[src/rtl/os_discard.sv]
// Overlap-save discard stage: drops the aliased first half of each IFFT block, scales the kept half into a FIFO.
// Optional macro OS_DISCARD_SAT_EN selects saturating rather than wrapping width reduction.
module os_discard #(
   parameter int unsigned DWIDTH = 9,
   parameter int unsigned IWIDTH = 11,
   parameter int unsigned OS_N   = 16,
   parameter int unsigned SHIFT  = 2
) (
   input  logic              clk,
   input  logic              rst,
   input  logic              ifft_start,
   input  logic              ifft_valid,
   input  logic [IWIDTH-1:0] ifft_yI,
   input  logic [IWIDTH-1:0] ifft_yQ,
   output logic              in_ready,
   output logic              out_valid,
   input  logic              out_ready,
   output logic [DWIDTH-1:0] out_I,
   output logic [DWIDTH-1:0] out_Q,
   output logic              blk_err,
   output logic [15:0]       blk_cnt
);

   localparam int unsigned CW    = $clog2(OS_N);
   localparam int unsigned DEPTH = 2 * OS_N;
   localparam int unsigned PW    = $clog2(DEPTH);
   localparam int unsigned FW    = $clog2(DEPTH + 1);
   localparam logic [CW-1:0] LAST = CW'(OS_N - 1);

   typedef enum logic [1:0] {IDLE, DISCARD, KEEP} state_t;

   state_t            state, state_nxt;
   logic [CW-1:0]     cnt, cnt_nxt;
   logic              err_set, blk_inc;
   logic [PW-1:0]     wr_ptr, rd_ptr, rd_ptr_nxt;
   logic [FW-1:0]     fifo_cnt, fifo_cnt_nxt, after_rd;
   logic              do_wr, do_rd;
   logic [DWIDTH-1:0] sc_i, sc_q, head_i, head_q;
   logic [DWIDTH-1:0] mem_i [DEPTH];
   logic [DWIDTH-1:0] mem_q [DEPTH];

   // Arithmetic shift, then reduce to the output width.
   function automatic logic [DWIDTH-1:0] scale(input logic [IWIDTH-1:0] x);
      logic signed [IWIDTH-1:0] s;
      s = $signed(x) >>> SHIFT;
`ifdef OS_DISCARD_SAT_EN
      begin
         logic signed [IWIDTH-1:0] smax, smin;
         smax = IWIDTH'((2 ** (DWIDTH - 1)) - 1);
         smin = ~smax;
         if (s > smax)      s = smax;
         else if (s < smin) s = smin;
      end
`endif
      return DWIDTH'(s);
   endfunction

   assign sc_i = scale(ifft_yI);
   assign sc_q = scale(ifft_yQ);

   // Block framing: next state, sample counter, error and completion events.
   always_comb begin
      state_nxt = state;
      cnt_nxt   = cnt;
      err_set   = 1'b0;
      blk_inc   = 1'b0;
      if (ifft_valid) begin
         if (ifft_start) begin
            state_nxt = DISCARD;
            cnt_nxt   = CW'(1);
            err_set   = (state != IDLE) || !in_ready;
         end else begin
            case (state)
               IDLE:    err_set = 1'b1;
               DISCARD: begin
                  if (cnt == LAST) begin
                     state_nxt = KEEP;
                     cnt_nxt   = '0;
                  end else begin
                     cnt_nxt = cnt + CW'(1);
                  end
               end
               KEEP: begin
                  if (cnt == LAST) begin
                     state_nxt = IDLE;
                     cnt_nxt   = '0;
                     blk_inc   = 1'b1;
                  end else begin
                     cnt_nxt = cnt + CW'(1);
                  end
               end
               default: state_nxt = IDLE;
            endcase
         end
      end
   end

   // FIFO bookkeeping; a write into a full FIFO only lands if the head leaves this cycle.
   always_comb begin
      do_rd        = out_valid && out_ready;
      do_wr        = ifft_valid && !ifft_start && (state == KEEP) &&
                     ((fifo_cnt != FW'(DEPTH)) || do_rd);
      rd_ptr_nxt   = rd_ptr + PW'(do_rd);
      after_rd     = fifo_cnt - FW'(do_rd);
      fifo_cnt_nxt = after_rd + FW'(do_wr);
      head_i       = out_I;
      head_q       = out_Q;
      if (after_rd != '0) begin
         head_i = mem_i[rd_ptr_nxt];
         head_q = mem_q[rd_ptr_nxt];
      end else if (do_wr) begin
         head_i = sc_i;
         head_q = sc_q;
      end
   end

   always_ff @(posedge clk) begin
      if (do_wr) begin
         mem_i[wr_ptr] <= sc_i;
         mem_q[wr_ptr] <= sc_q;
      end
   end

   always_ff @(posedge clk or posedge rst) begin
      if (rst) begin
         state     <= IDLE;
         cnt       <= '0;
         wr_ptr    <= '0;
         rd_ptr    <= '0;
         fifo_cnt  <= '0;
         out_valid <= 1'b0;
         out_I     <= '0;
         out_Q     <= '0;
         blk_err   <= 1'b0;
         blk_cnt   <= '0;
         in_ready  <= 1'b0;
      end else begin
         state     <= state_nxt;
         cnt       <= cnt_nxt;
         if (do_wr) wr_ptr <= wr_ptr + PW'(1);
         rd_ptr    <= rd_ptr_nxt;
         fifo_cnt  <= fifo_cnt_nxt;
         out_valid <= (fifo_cnt_nxt != '0);
         out_I     <= head_i;
         out_Q     <= head_q;
         blk_err   <= blk_err | err_set;
         if (blk_inc) blk_cnt <= blk_cnt + 16'd1;
         in_ready  <= (state_nxt == IDLE) && (fifo_cnt_nxt <= FW'(OS_N));
      end
   end

endmodule

[config.mk]
export PLATFORM = sky130hd
export DESIGN_NAME = os_discard
export DESIGN_NICKNAME = d
export VERILOG_FILES = /design/src/rtl/os_discard.sv
export SDC_FILE = /design/constraint.sdc
export NUM_CORES = 1
export LEC_CHECK = 0
export CAP_MARGIN = 20
export CORE_ASPECT_RATIO = 2
export CORE_MARGIN = 8
export CORE_UTILIZATION = 60
export DETAILED_ROUTE_END_ITERATION = 8
export PLACE_DENSITY_LB_ADDON = 0.2
export SYNTH_ARGS = -nofsm -noshare
export SYNTH_HDL_FRONTEND = slang
export SYNTH_SLANG_ARGS = --single-unit
[constraint.sdc]
create_clock -name clk -period 3.65 [get_ports clk]
set_input_delay 0.73 -clock clk [delete_from_list [all_inputs] [get_ports clk]]
set_output_delay 0.73 -clock clk [all_outputs]
set_load 0.05 [all_outputs]
==> run_results.csv, run 1 <==
group,metric,value,unit
grt,antenna_found_initial,1,
cts,cts_sinks,635,
synth,yosys_warnings,0,
timing,setup_viol_count_final,0,
die,dieWidth,160,um
setup_path,path_common_cell,"ha_1",
setup_path,regToRegSetupSlack,570,ps
timing,worstMarginPinSlew,983,ps
setup_path,cp.arrival,3530,ps
routing,wire_per_inst,28.1,um
place,place_area,27700,um^2
flow_run,maxCapViolations,0,
cts,cts_inserted_buffers,52,
synth,yosysUniqueCellTypes,57,
synth,synth_top_family_by_area,"multiplexers",
routing,via_per_inst,6.29,
cts,cts_tree,"yes",
grt,grt_pass1_vias,13723,
cts,cts_max_path_buffers,3,
synth,ys_ff_latch,635,
routing,ant_nets,0,
synth,synth_edf_count,576,
routing,firstDrtPassIters,5,
synth,netlist_top_cells_area,"edfxtp_1 69%, mux4_2 13%, dfrtp_1 5.9%",
cts,h-tree-depth,2,
timing,finalWorstSetupSlack,569,ps
timing,rsz0062_at_grt,"false",
synth,synth_compound_area_share,2.25,%
final_layout,design_area,29400,um^2
place,io_buffers,59,
min_path,hp-class,"input port to async pin",
setup_path,path_cells,"nor4_1 -> a41oi_4 -> ha_1 -> ha_1 -> a2111o_1 -> o31ai_1 -> xor2_1 -> or3_1",
cts,cts-hold-fix-buffers,0,
synth,ys.flop_type,"edfxtp_1",
timing,hold_viol,0,
synth,synth_fa_ha_area_share,0.803,%
setup_path,cp-start-kind,"register",
setup_path,critical_path_class,"register to register",
setup_path,r2r-start,"fifo_cnt[4]",
die,start_util,60.8,%
routing,vias,12850,
place,place_ws,119,ps
synth,syn_nets,1318,
cts,path_clk_slew,70,ps
setup_path,endpoint_kind,"register",
die,num_rows,105,
cts,post_cts_resize_count,0,
routing,drt_iter0_markers,1196,
place,gp_congestion,0.811,
timing,maxSlewViolCount,0,
place,dp.final_hpwl,35900,um
grt,overflow,0,
setup_path,worstPathRequired,4100,ps
final_layout,area_growth,17.9,%
cts,ctsRootBufferMaster,"clkbuf_16",
setup_path,slowest_stage,"nor4_1",
pwr,power_density,780,nW/um^2
final_layout,mostFrequentLayoutCells,"576 x edfxtp_1, 144 x mux4_2, 124 x nand2_1, 101 x buf_4",
die,die_h,304,um
synth,synth_seq_area_share,75.3,%
synth,syn_area_per_cell,19.6,um^2
grt,grt_pass1_wl,86500,um
synth,synthMuxAreaShare,14.5,%
routing,drc,0,
pwr,ir_worst_vdd,627,uV
setup_path,path_max_fanout,5,
routing,drt_wl_total,57300,um
final_layout,num-nets-final,1510,
timing,setup_tns,0,ps
timing,max_freq,325,MHz
grt,track_usage,24.0,%
synth,synth-xor-area-share,1.04,%
cts,insertion_delay,570,ps
timing,finClkSkew,15.3,ps
synth,synth_simple_gate_area_share,4.78,%
die,top_level_ports,64,
pwr,power,22.9,mW
synth,synth_cells,1275,
setup_path,max_stage_delay,740,ps
die,die_area,48700,um^2
timing,min_period_over_period,84.4,%
setup_path,worstReg2RegEnd,"out_valid",
synth,syn-cell-area,24900,um^2
timing,period_needed,3080,ps
synth,yosysTopAreaCell,"edfxtp_1",
cts,cts_setup_buffers,0,
pwr,p_leak,9.79,nW
grt,grt_start_max_net_pins,54,
synth,async_flop_share,9.29,%
status,outcome,"finished clean",
final_layout,final_common_cell,"edfxtp_1",
timing,relSlewSlack,34.2,%
die,core-area,41000,um^2
setup_path,ff2ff_path_depth,8,
synth,yosysTopAreaCellShare,69.3,%
final_layout,drive_above_1_share,27.3,%
[cells in the mapped netlist, drive strengths merged, types with 17 or more instances]
master	n
clkbuf	31
a41o	17
nand3	43
nand2	124
xnor2	20
mux4	144
dfrtp	59
a32oi	17
nor2	58
edfxtp	576
buf	32
mux2i	37
[logic make-up (layout without fill, tap and decap cells)]
kind of cell	after synthesis	in the layout
multiplexers	182	182
XOR/XNOR	28	28
buffers and inverters	79	311
adder cells (fa/ha/maj)	16	16
AO/OA/AOI/OAI	69	69
flip-flops	635	635
AND/OR/NAND/NOR	266	266
other	0	1
[metal layers]
| metal | wire, um | part of all wire (%) | GRT usage [%] |
|---|---|---|---|
| met1 | 20100 | 35 | 27.4 |
| met2 | 31300 | 55 | 43.2 |
| met3 | 2910 | 5.1 | 3.05 |
| met4 | 3050 | 5.3 | 12.4 |
| met5 | 15 | 0.026 | 0 |
[worst max-delay path by stage]
stage                 from            to  cells past startpoint
6_report       fifo_cnt[4]     out_valid                      8
5_1_grt        fifo_cnt[4]      in_ready                      8
4_1_cts        fifo_cnt[3]     out_valid                      8
3_5_place_dp     out_ready      out_I[8]                     11
3_3_place_gp     out_ready      out_I[8]                     11
2_1_floorplan   ifft_start  mem_i[24][0]                      7
[critical path: cells and delay by family (launching register included)]
kind / cells / cell delay (ps)
DFF: 1 / 440
and+or+nand+nor: 2 / 1100
adders and majority gates: 2 / 530
AOI/OAI and AO/OA: 3 / 700
xor gates and xnor gates: 1 / 170
[layout make-up]
type	count	area, um^2
Sequential cell	635	18800
Fill cell	2458	11600
Multi-Input combinational cell	561	5980
Timing Repair Buffer	201	2170
Clock buffer	68	1450
Tap cell	535	669
Clock inverter	26	304
Inverter	16	60.1
Antenna cell	1	2.50
[where the power goes]
group	internal (mW)	leakage (nW)	switching (mW)
combinational	4.20	3.04	4.60
clock	3.29	0.848	2.46
sequential	8.15	5.90	0.238
[flip-flops by register name, indices dropped and copies added, names as in the netlist]
name       cells
blk_cnt       16
blk_err        1
cnt            4
fifo_cnt       6
in_ready       1
mem_i        288
mem_q        288
out_I          9
out_Q          9
out_valid      1
rd_ptr         5
state          2
wr_ptr         5
[through the flow]
step / instances / utilization, % / hold WS (ps)
final: 2043 / 71.7 / 458
after global routing: 2042 / 71.7 / 472
after CTS: 2042 / 71.7 / 443
after detailed placement: 1948 / 67.5 / 462
after global placement: 1948 / 67.5 / 451
after floorplan: 1275 / - / 472
No activity file was read; power rests on OpenSTA's default activity.
==> inputs of run 2 (changes only) <==
--- a/config.mk
+++ b/config.mk
@@ -8,7 +8,7 @@
 export CAP_MARGIN = 20
 export CORE_ASPECT_RATIO = 2
 export CORE_MARGIN = 8
-export CORE_UTILIZATION = 60
+export CORE_UTILIZATION = 55
 export DETAILED_ROUTE_END_ITERATION = 8
 export PLACE_DENSITY_LB_ADDON = 0.2
 export SYNTH_ARGS = -nofsm -noshare
==> constraint.sdc (replaced) <==
create_clock -name clk -period 2.8 [get_ports clk]
set_input_delay 0.56 -clock clk [delete_from_list [all_inputs] [get_ports clk]]
set_output_delay 0.56 -clock clk [all_outputs]
set_load 0.05 [all_outputs]
==> run_results.csv, run 2 (synthesis results as in run 1) <==
group,metric,value,unit
cts,cts_max_path_buffers,3,
final_layout,multi_input_area,6000,um^2
timing,finClkSkew,15.9,ps
timing,hold_viol,0,
setup_path,max_stage_delay,420,ps
routing,via_per_inst,6.14,
grt,track_usage,22.8,%
routing,vias,13061,
timing,min_period_over_period,94.8,%
timing,maxSlewViolCount,0,
timing,worstMarginPinSlew,873,ps
final_layout,final_common_cell,"edfxtp_1",
routing,drt_iter0_markers,1021,
grt,grt_pass1_wl,88400,um
cts,ctsRootBufferMaster,"clkbuf_16",
routing,wire_per_inst,27.8,um
grt,grt_pass1_vias,13744,
routing,drc,0,
final_layout,fin_util,67.0,%
setup_path,path_cells,"nor4_4 -> buf_4 -> a41oi_4 -> ha_2 -> ha_1 -> a2111o_1 -> o31ai_1 -> xor2_1 -> or3_1",
setup_path,critical_path_class,"register to register",
cts,cts_sinks,635,
grt,overflow,0,
final_layout,regArea,18800,um^2
setup_path,slowest_stage,"dfrtp_1",
final_layout,reg.largest.list,"mem_i (288), mem_q (288), blk_cnt (16)",
timing,rsz0062_at_grt,"true",
final_layout,mostFrequentLayoutCells,"576 x edfxtp_1, 144 x mux4_2, 141 x buf_4, 124 x nand2_1",
die,die_h,317,um
pwr,p_leak,10.1,nW
flow_run,maxCapViolations,0,
setup_path,path_max_fanout,3,
die,die_area,52800,um^2
min_path,hp-class,"input port to async pin",
die,top_level_ports,64,
die,core-area,44900,um^2
timing,max_freq,377,MHz
timing,relSlewSlack,41.6,%
pwr,power_density,1030,nW/um^2
setup_path,crit_family,"simple AND/OR/NAND/NOR gates",
setup_path,r2r-start,"fifo_cnt[4]",
cts,cts_tree,"yes",
die,start_util,55.6,%
final_layout,drive_above_1_share,30.4,%
cts,cts_inserted_buffers,52,
place,gp_congestion,0.822,
setup_path,worstPathRequired,3250,ps
routing,drt_wl_total,59200,um
cts,insertion_delay,580,ps
routing,ant_nets,0,
grt,grt_start_max_net_pins,37,
die,num_rows,110,
final_layout,area_growth,20.6,%
grt,antenna_found_initial,3,
final_layout,nFillCells,2934,
final_layout,num-nets-final,1567,
routing,firstDrtPassIters,7,
setup_path,critPathBufInv,1,
status,outcome,"finished clean",
setup_path,startpoint,"fifo_cnt[4]",
pwr,ir_worst_vdd,766,uV
die,dieWidth,167,um
place,io_buffers,59,
cts,path_clk_slew,70,ps
place,dp.final_hpwl,38100,um
setup_path,cp-start-kind,"register",
cts,h-tree-depth,2,
pwr,power,31.0,mW
cts,cts-hold-fix-buffers,0,
setup_path,cp.arrival,3110,ps
timing,period_needed,2660,ps
setup_path,endpoint_kind,"register",
timing,setup_viol_count_final,0,
[run 2: cell types whose count changed in the layout (fill, tap and decap cells not counted), sizes merged]
cell,before,now
bufinv,7,6
clkinv,15,21
inv,16,18
buf,142,199
clkbuf,68,63
[run 2: final timing paths]
| kind | slack, ps | to | cells past startpoint |
|---|---|---|---|
| worst max-delay path | 140 | out_valid | 9 |
| worst min-delay path | 270 | blk_cnt[9] | 2 |
| worst max register to register | 140 | out_valid | 9 |
| worst min register to register | 470 | blk_err | 1 |
| max in group asynchronous | 1940 | wr_ptr[4] | 3 |
| min in group clk | 470 | blk_err | 1 |
[run 2: per-layer routing]
metal  up-vias  GRT usage [%]  wire, um
li1       5640              -         -
met2       430           43.4     33300
met1      6877           25.3     20700
met4         4           9.58      2340
met3       110           3.09      2760
met5         -              0        31
[run 2: area by class of cell]
cell class,count,share of cell area [%]
clock inverters,33,1.09
clock buffers,63,4.60
flip-flops and latches,635,62.4
diodes,1,0.00832
multi-input cells,561,19.9
well taps,560,2.33
inverters,16,0.200
repair buffers,258,9.40
[run 2: metrics by stage]
step                worst slack [ps]  TNS (ps)  cell area (um^2)  std cells  hold slack, ps
global placement                -483    -10050             28200       2020             453
detailed placement              -493    -12480             28200       2020             462
finish                           144         0             30100       2127             271
global route                   -10.7     -12.0             30100       2126             287
CTS                             27.4         0             30000       2116             261
floorplan                      -28.1    -10600             25000       1275             472
[run 2: power by group]
part           total [mW]  switching [mW]  internal [mW]  leakage [nW]
Combinational        12.7            6.24           6.47          3.38
Clock                7.36            3.27           4.09         0.837
Sequential           10.9           0.310           10.6          5.90
Total                31.0            9.82           21.2          10.1
[run 2: what timing repair did]
item                       4_1_cts  5_1_grt
buffers inserted                 0       10
resized for setup                0        5
setup endpoints to repair        0        5
==> inputs of run 3 (changes only) <==
--- a/config.mk
+++ b/config.mk
@@ -5,7 +5,6 @@
 export SDC_FILE = /design/constraint.sdc
 export NUM_CORES = 1
 export LEC_CHECK = 0
-export CAP_MARGIN = 20
 export CORE_ASPECT_RATIO = 2
 export CORE_MARGIN = 8
 export CORE_UTILIZATION = 55
==> results of run 3 <==
No change in the layout: final DEF, timing and power equal those of run 2.
